### src/rtl/ctrl_pkg.sv
// Shared encodings for the multi-cycle control unit.
// Holds the opcodes, FSM states and datapath select codes used by the controller and its timer.
package ctrl_pkg;

    localparam logic [6:0] OP_RTYPE = 7'b0110011;
    localparam logic [6:0] OP_ITYPE = 7'b0010011;
    localparam logic [6:0] OP_LOAD  = 7'b0000011;
    localparam logic [6:0] OP_STORE = 7'b0100011;
    localparam logic [6:0] OP_BRANCH = 7'b1100011;
    localparam logic [6:0] OP_JAL   = 7'b1101111;
    localparam logic [6:0] OP_JALR  = 7'b1100111;
    localparam logic [6:0] OP_LUI   = 7'b0110111;
    localparam logic [6:0] OP_AUIPC = 7'b0010111;

    typedef enum logic [3:0] {
        S_FETCH,
        S_DECODE,
        S_MEM_ADDR,
        S_MEM_READ,
        S_MEM_WB,
        S_MEM_WRITE,
        S_EXEC_R,
        S_EXEC_I,
        S_EXEC_U,
        S_ALU_WB,
        S_BRANCH,
        S_JALR_ADDR,
        S_JAL,
        S_TRAP
    } state_e;

    typedef enum logic [1:0] {
        SRC_A_PC    = 2'b00,
        SRC_A_OLDPC = 2'b01,
        SRC_A_RS1   = 2'b10,
        SRC_A_ZERO  = 2'b11
    } alu_src_a_e;

    typedef enum logic [1:0] {
        SRC_B_RS2  = 2'b00,
        SRC_B_IMM  = 2'b01,
        SRC_B_FOUR = 2'b10
    } alu_src_b_e;

    typedef enum logic [1:0] {
        ALU_ADD    = 2'b00,
        ALU_BRANCH = 2'b01,
        ALU_RTYPE  = 2'b10,
        ALU_ITYPE  = 2'b11
    } alu_op_e;

    typedef enum logic [1:0] {
        RES_ALUOUT  = 2'b00,
        RES_MEMDATA = 2'b01,
        RES_ALU     = 2'b10
    } result_src_e;

    typedef enum logic [1:0] {
        TC_NONE    = 2'b00,
        TC_ILLEGAL = 2'b01,
        TC_TIMEOUT = 2'b10
    } trap_cause_e;

endpackage

### src/rtl/mem_wait_timer.sv
// Per-state wait counter producing the memory-access done and timeout conditions.
// The counter restarts on every controller state change and saturates so long waits never wrap.
module mem_wait_timer #(
    parameter int unsigned MEM_HANDSHAKE = 1,
    parameter int unsigned MEM_LAT       = 2,
    parameter int unsigned TIMEOUT       = 255
) (
    input  logic clk,
    input  logic rst_n,
    input  logic clear_i,
    input  logic mem_ready_i,
    output logic done_o,
    output logic timeout_o
);

    localparam int unsigned MAXV = (TIMEOUT > MEM_LAT) ? TIMEOUT : MEM_LAT;
    localparam int unsigned CW   = $clog2(MAXV + 1);

    logic [CW-1:0] cnt_q;
    logic [CW-1:0] cnt_d;

    always_comb begin
        cnt_d = cnt_q;
        if (clear_i) begin
            cnt_d = '0;
        end else if (cnt_q != CW'(MAXV)) begin
            cnt_d = cnt_q + CW'(1);
        end
    end

    always_ff @(posedge clk or negedge rst_n) begin
        if (!rst_n) begin
            cnt_q <= '0;
        end else begin
            cnt_q <= cnt_d;
        end
    end

    // A ready arriving on the limit cycle wins, so timeout is masked by mem_ready.
    if (MEM_HANDSHAKE != 0) begin : g_handshake
        assign done_o    = mem_ready_i;
        assign timeout_o = (TIMEOUT != 0) && !mem_ready_i && (cnt_q == CW'(TIMEOUT));
    end else begin : g_fixed
        logic unused_ready;
        assign unused_ready = mem_ready_i;
        assign done_o       = (cnt_q == CW'(MEM_LAT - 1));
        assign timeout_o    = 1'b0;
    end

endmodule

### src/rtl/multicycle_control.sv
// Multi-cycle main control FSM: sequences fetch/decode/execute/memory/writeback on a shared datapath,
// traps on illegal opcodes and memory timeouts, and counts retired instructions.
module multicycle_control
    import ctrl_pkg::*;
#(
    parameter int unsigned MEM_HANDSHAKE = 1,
    parameter int unsigned MEM_LAT       = 2,
    parameter int unsigned TIMEOUT       = 255,
    parameter int unsigned CNT_W         = 32
) (
    input  logic             clk,
    input  logic             rst_n,
    input  logic [6:0]       opcode,
    input  logic [2:0]       funct3,
    input  logic             mem_ready,
    input  logic             trap_clr,
    output logic             mem_req,
    output logic             mem_we,
    output logic             iord,
    output logic             ir_write,
    output logic             pc_write,
    output logic             branch,
    output logic [1:0]       alu_src_a,
    output logic [1:0]       alu_src_b,
    output logic [1:0]       alu_op,
    output logic [1:0]       result_src,
    output logic             reg_write,
    output logic             instr_done,
    output logic             trap,
    output logic [1:0]       trap_cause,
    output logic [CNT_W-1:0] instr_count
);

    state_e            state_q;
    state_e            state_d;
    trap_cause_e       cause_q;
    trap_cause_e       cause_d;
    logic [CNT_W-1:0]  count_q;

    logic              done;
    logic              timeout;
    logic              state_change;

    logic              req;
    logic              we;
    logic              addr_sel;
    logic              ir_wr;
    logic              pc_wr;
    logic              br;
    alu_src_a_e        src_a;
    alu_src_b_e        src_b;
    alu_op_e           op;
    result_src_e       res;
    logic              rf_wr;
    logic              retire;

    // Loads and stores are told apart by opcode alone; funct3 is carried for the datapath.
    logic              unused_funct3;
    assign unused_funct3 = ^funct3;

    assign state_change = (state_d != state_q);

    mem_wait_timer #(
        .MEM_HANDSHAKE (MEM_HANDSHAKE),
        .MEM_LAT       (MEM_LAT),
        .TIMEOUT       (TIMEOUT)
    ) u_timer (
        .clk         (clk),
        .rst_n       (rst_n),
        .clear_i     (state_change),
        .mem_ready_i (mem_ready),
        .done_o      (done),
        .timeout_o   (timeout)
    );

    always_comb begin
        state_d = state_q;
        cause_d = cause_q;
        case (state_q)
            S_FETCH, S_MEM_READ, S_MEM_WRITE: begin
                if (done) begin
                    if (state_q == S_FETCH) begin
                        state_d = S_DECODE;
                    end else if (state_q == S_MEM_READ) begin
                        state_d = S_MEM_WB;
                    end else begin
                        state_d = S_FETCH;
                    end
                end else if (timeout) begin
                    state_d = S_TRAP;
                    cause_d = TC_TIMEOUT;
                end
            end
            S_DECODE: begin
                case (opcode)
                    OP_RTYPE:          state_d = S_EXEC_R;
                    OP_ITYPE:          state_d = S_EXEC_I;
                    OP_LOAD, OP_STORE: state_d = S_MEM_ADDR;
                    OP_BRANCH:         state_d = S_BRANCH;
                    OP_JAL:            state_d = S_JAL;
                    OP_JALR:           state_d = S_JALR_ADDR;
                    OP_LUI, OP_AUIPC:  state_d = S_EXEC_U;
                    default: begin
                        state_d = S_TRAP;
                        cause_d = TC_ILLEGAL;
                    end
                endcase
            end
            S_MEM_ADDR:  state_d = (opcode == OP_LOAD) ? S_MEM_READ : S_MEM_WRITE;
            S_MEM_WB:    state_d = S_FETCH;
            S_EXEC_R:    state_d = S_ALU_WB;
            S_EXEC_I:    state_d = S_ALU_WB;
            S_EXEC_U:    state_d = S_ALU_WB;
            S_ALU_WB:    state_d = S_FETCH;
            S_BRANCH:    state_d = S_FETCH;
            S_JALR_ADDR: state_d = S_JAL;
            S_JAL:       state_d = S_ALU_WB;
            S_TRAP: begin
                if (trap_clr) begin
                    state_d = S_FETCH;
                    cause_d = TC_NONE;
                end
            end
            default:     state_d = S_FETCH;
        endcase
    end

    always_ff @(posedge clk or negedge rst_n) begin
        if (!rst_n) begin
            state_q <= S_FETCH;
            cause_q <= TC_NONE;
            count_q <= '0;
        end else begin
            state_q <= state_d;
            cause_q <= cause_d;
            if (retire) begin
                count_q <= count_q + CNT_W'(1);
            end
        end
    end

    // Moore decode of the current state; only the strobes that complete an access look at done.
    always_comb begin
        req      = 1'b0;
        we       = 1'b0;
        addr_sel = 1'b0;
        ir_wr    = 1'b0;
        pc_wr    = 1'b0;
        br       = 1'b0;
        src_a    = SRC_A_PC;
        src_b    = SRC_B_RS2;
        op       = ALU_ADD;
        res      = RES_ALUOUT;
        rf_wr    = 1'b0;
        retire   = 1'b0;
        case (state_q)
            S_FETCH: begin
                req   = 1'b1;
                src_b = SRC_B_FOUR;
                res   = RES_ALU;
                ir_wr = done;
                pc_wr = done;
            end
            S_DECODE: begin
                src_a = SRC_A_OLDPC;
                src_b = SRC_B_IMM;
            end
            S_MEM_ADDR, S_JALR_ADDR: begin
                src_a = SRC_A_RS1;
                src_b = SRC_B_IMM;
            end
            S_MEM_READ: begin
                req      = 1'b1;
                addr_sel = 1'b1;
            end
            S_MEM_WB: begin
                res    = RES_MEMDATA;
                rf_wr  = 1'b1;
                retire = 1'b1;
            end
            S_MEM_WRITE: begin
                req      = 1'b1;
                we       = 1'b1;
                addr_sel = 1'b1;
                retire   = done;
            end
            S_EXEC_R: begin
                src_a = SRC_A_RS1;
                op    = ALU_RTYPE;
            end
            S_EXEC_I: begin
                src_a = SRC_A_RS1;
                src_b = SRC_B_IMM;
                op    = ALU_ITYPE;
            end
            S_EXEC_U: begin
                if (opcode == OP_LUI) begin
                    src_a = SRC_A_ZERO;
                end else begin
                    src_a = SRC_A_OLDPC;
                end
                src_b = SRC_B_IMM;
            end
            S_ALU_WB: begin
                rf_wr  = 1'b1;
                retire = 1'b1;
            end
            S_BRANCH: begin
                src_a  = SRC_A_RS1;
                op     = ALU_BRANCH;
                br     = 1'b1;
                retire = 1'b1;
            end
            S_JAL: begin
                src_a = SRC_A_OLDPC;
                src_b = SRC_B_FOUR;
                pc_wr = 1'b1;
            end
            default: ;
        endcase
    end

    // rst_n gates every output so a reset mid-access drops the request without waiting for a clock.
    assign mem_req     = rst_n & req;
    assign mem_we      = rst_n & we;
    assign iord        = rst_n & addr_sel;
    assign ir_write    = rst_n & ir_wr;
    assign pc_write    = rst_n & pc_wr;
    assign branch      = rst_n & br;
    assign alu_src_a   = rst_n ? src_a : 2'b00;
    assign alu_src_b   = rst_n ? src_b : 2'b00;
    assign alu_op      = rst_n ? op : 2'b00;
    assign result_src  = rst_n ? res : 2'b00;
    assign reg_write   = rst_n & rf_wr;
    assign instr_done  = rst_n & retire;
    assign trap        = rst_n & (state_q == S_TRAP);
    assign trap_cause  = cause_q;
    assign instr_count = count_q;

endmodule

### config.mk
export PLATFORM = sky130hd
export DESIGN_NAME = multicycle_control
export DESIGN_NICKNAME = d
export VERILOG_FILES = /design/src/rtl/ctrl_pkg.sv /design/src/rtl/mem_wait_timer.sv /design/src/rtl/multicycle_control.sv
export SDC_FILE = /design/constraint.sdc
export NUM_CORES = 1
export LEC_CHECK = 0
export BUFFER_PORTS_ARGS = -buffer_cell sky130_fd_sc_hd__buf_2
export CAP_MARGIN = 10
export CORE_ASPECT_RATIO = 0.5
export CORE_MARGIN = 2
export CORE_UTILIZATION = 30
export CTS_CLUSTER_DIAMETER = 80
export DETAILED_ROUTE_END_ITERATION = 8
export HOLD_SLACK_MARGIN = 0.15
export PLACE_DENSITY = 0.51
export SLEW_MARGIN = 20
export SYNTH_ARGS = -nofsm -noshare
export SYNTH_HDL_FRONTEND = slang
export SYNTH_SLANG_ARGS = --single-unit
export TNS_END_PERCENT = 10
### constraint.sdc
create_clock -name clk -period 2.19 [get_ports clk]
set_input_delay 0.219 -clock clk [delete_from_list [all_inputs] [get_ports clk]]
set_output_delay 0.219 -clock clk [all_outputs]
set_load 0.02 [all_outputs]
==> reports/metrics.csv <==
metric,value,unit
drt-total-wl,7340,um
irDropWorstVdd,0.495,mV
synthCells,325,
maxSlewHeadroom,49.4,%
root_buffer,clkbuf_16,
leakage,1.60,nW
hold_slack,0.312,ns
synth-main-ff-cell,dfrtp_1,
synth_top_area_share,40.3,%
io_buffers,61,
yosys-top-cells-area,"dfrtp_1 40%, xnor2_1 7.7%, nor2_1 4.5%",
synth_seq_cells,46,
hold_viol_final,0,
arrival,2.34,ns
worstSetupEndpointType,flip-flop,
synth_top_area_cell,dfrtp_1,
tightest_slew,0.740,ns
slew_viol_final,0,
synth_warnings,0,
setup_ws,0.0230,ns
via_per_inst,4.97,
synth_area,2860,um^2
grt_use_total,14.6,%
syn_to_final_growth,31.7,%
num_vias,2682,
cap_violations,0,
antenna_found_initial,0,
drt_iter0_markers,118,
n_antenna_cell,0,
syn_area_per_cell,8.79,um^2
ff2ff_path_depth,9,
pwr-share-clk,20.3,%
initial_core_util,30.5,%
crit_fanout,13,
swShare,40.8,%
hold_class,primary input to asynchronous set/reset pin,
synthArstFlopShare,100,%
io-pin-count,65,
clk_pin_slew,0.06,ns
cts_tree,yes,
layout-drive-gt1-share,32.2,%
fin_tns_setup,0,ns
synth_cell_type_count,64,
cts_buffers,5,
ys_seq_area_share,40.3,%
syn_nets,341,
drtPass1Iterations,4,
finalPower,0.00373,W
rsz0062_at_grt,yes,
p_sw,0.00152,W
die_height,73.0,um
num-fill-cells,965,
place_area,3540,um^2
timing.fmax,461,MHz
dpl.hpwl,5510,um
pre_cts_slack,-0.103,ns
clkSinkCount,46,
grt_pass1_wl,12100,um
powerDensity,991,nW/um^2
core-area,9350,um^2
final_cell_area,3760,um^2
grt_pass1_vias,2410,
p_comb_share,49.8,%
fp.dieW,142,um
wl_per_cell,13.6,um
gp_congestion,0.828,
drc,0,
grt_max_degree,30,
critPathKind,flip-flop to flip-flop,
start_kind,flip-flop,
grt_remaining_overflow,0,
die_area,10400,um^2
fin_skew,0.00566,ns
drtAntennaViolNets,0,
layout_worst_path_cycle_share,98.9,%
worst-endpoint-required,2.36,ns
min_period,2.17,ns
internal_power,0.00221,W
synth_edf_count,0,
nNetsFinal,434,
num_rows,25,
outcome,completed,
p_seq_share,29.9,%
clk_path_buf_depth,2,
setup_viol,0,
clock_latency,0.29,ns
h-tree-depth,2,
## synthesized netlist by cell type (4+ instances only)
cell type,instances
and3_1,4
inv_1,7
nor3_1,14
or2_2,6
a31oi_1,4
clkbuf_1,6
nand3b_1,8
buf_1,5
a21oi_1,10
buf_2,4
xor2_1,12
dfrtp_1,46
nand4_1,8
nand2_1,31
xnor2_1,25
nor2_1,34
o21ai_0,17
nor2b_1,4
nand3_1,18
## sequential cells by signal, summed over array words and instances, names as in the netlist
name,cells
instr_count,32
u_timer.cnt_q,8
state_q,4
trap_cause,2
## worst paths after layout
check | start | endpoint | slack, ns
min | rst_n | trap_cause[1] | 0.31
max reg2reg | state_q[2] | u_timer.cnt_q[6] | 0.02
min reg2reg | instr_count[31] | instr_count[31] | 0.46
min in group clk | trap_clr | trap_cause[1] | 0.31
max | state_q[2] | u_timer.cnt_q[6] | 0.02
max in group asynchronous | rst_n | state_q[1] | 1.24
## kinds of logic (layout without fill, tap and decap cells)
family / Yosys count / count (layout) / synth area share, %
multiplexers: 2 / 2 / 0.745
AO/OA/AOI/OAI: 59 / 59 / 13.9
adder cells (fa/ha/maj): 3 / 3 / 1.23
flip-flops: 46 / 46 / 40.3
buffers and inverters: 24 / 118 / 3.46
AND/OR/NAND/NOR: 154 / 154 / 29.0
XOR/XNOR: 37 / 37 / 11.3
## critical path, stage by stage (launching register included)
cell,delay [ns]
dfrtp_1,0.41
buf_4,0.20
o21ba_2,0.22
a2111o_1,0.41
buf_4,0.16
o31ai_2,0.22
a22oi_1,0.12
nand4_2,0.12
buf_6,0.14
nor2_1,0.06
## placed cells by master, fill, tap and decap left out, drive strengths merged, types with 3 or more instances in the layout
cell / netlist / final
clkbuf: 6 / 6
dfrtp: 46 / 46
buf: 10 / 101
a31oi: 4 / 4
nand2: 31 / 31
nand3b: 8 / 8
nor2: 35 / 35
and3: 4 / 4
o21ai: 17 / 17
xor2: 12 / 12
nor4: 4 / 4
xnor2: 25 / 25
or2: 6 / 6
nand4: 9 / 9
nor3b: 3 / 3
nand3: 18 / 18
a21oi: 11 / 11
inv: 8 / 8
a211oi: 3 / 3
nor3: 14 / 14
nor2b: 4 / 4
## metal layers
metal	GRT usage, %	up-vias	share of wire, %
li1	-	1350	-
met1	21.7	1291	52
met2	22.6	36	44
met3	2.56	5	2.8
met4	2.33	0	0.69
met5	0	-	0
## layout make-up
cell class | instances | area (um^2) | share of cell area (%)
Sequential cell | 46 | 1150 | 30.6
Tap cell | 121 | 151 | 4.03
Clock inverter | 2 | 13.8 | 0.366
Clock buffer | 6 | 129 | 3.43
Timing Repair Buffer | 102 | 626 | 16.6
Inverter | 8 | 30.0 | 0.798
Multi-Input combinational cell | 255 | 1660 | 44.1
## repair_timing
action / CTS / global route
setup buffers: 0 / 1
endpoints found under the hold margin: 46 / 0
hold buffers: 1 / 0
gates cloned: 0 / 0
pin swaps: 1 / 3
setup endpoints to repair: 15 / 19
resized for setup: 8 / 9
## stage by stage
step	std cells	util, %
floorplan	325	-
CTS	539	39.7
global placement	530	37.8
detailed placement	530	37.8
global route	540	40.2
finish	540	40.2
## power groups by stage
| stage | registers, W | clock network, W | logic, W |
|---|---|---|---|
| 5_1_grt | 0.00114 | 0.000816 | 0.00206 |
| 4_1_cts | 0.00111 | 0.000772 | 0.00180 |
| 3_5_place_dp | 0.00113 | 0 | 0.00177 |
| 3_3_place_gp | 0.00113 | 0 | 0.00177 |
| 2_1_floorplan | 0.00120 | 0 | 0.00104 |
| 6_report | 0.00111 | 0.000756 | 0.00186 |
Note: power is estimated with default switching activity, not from simulation.
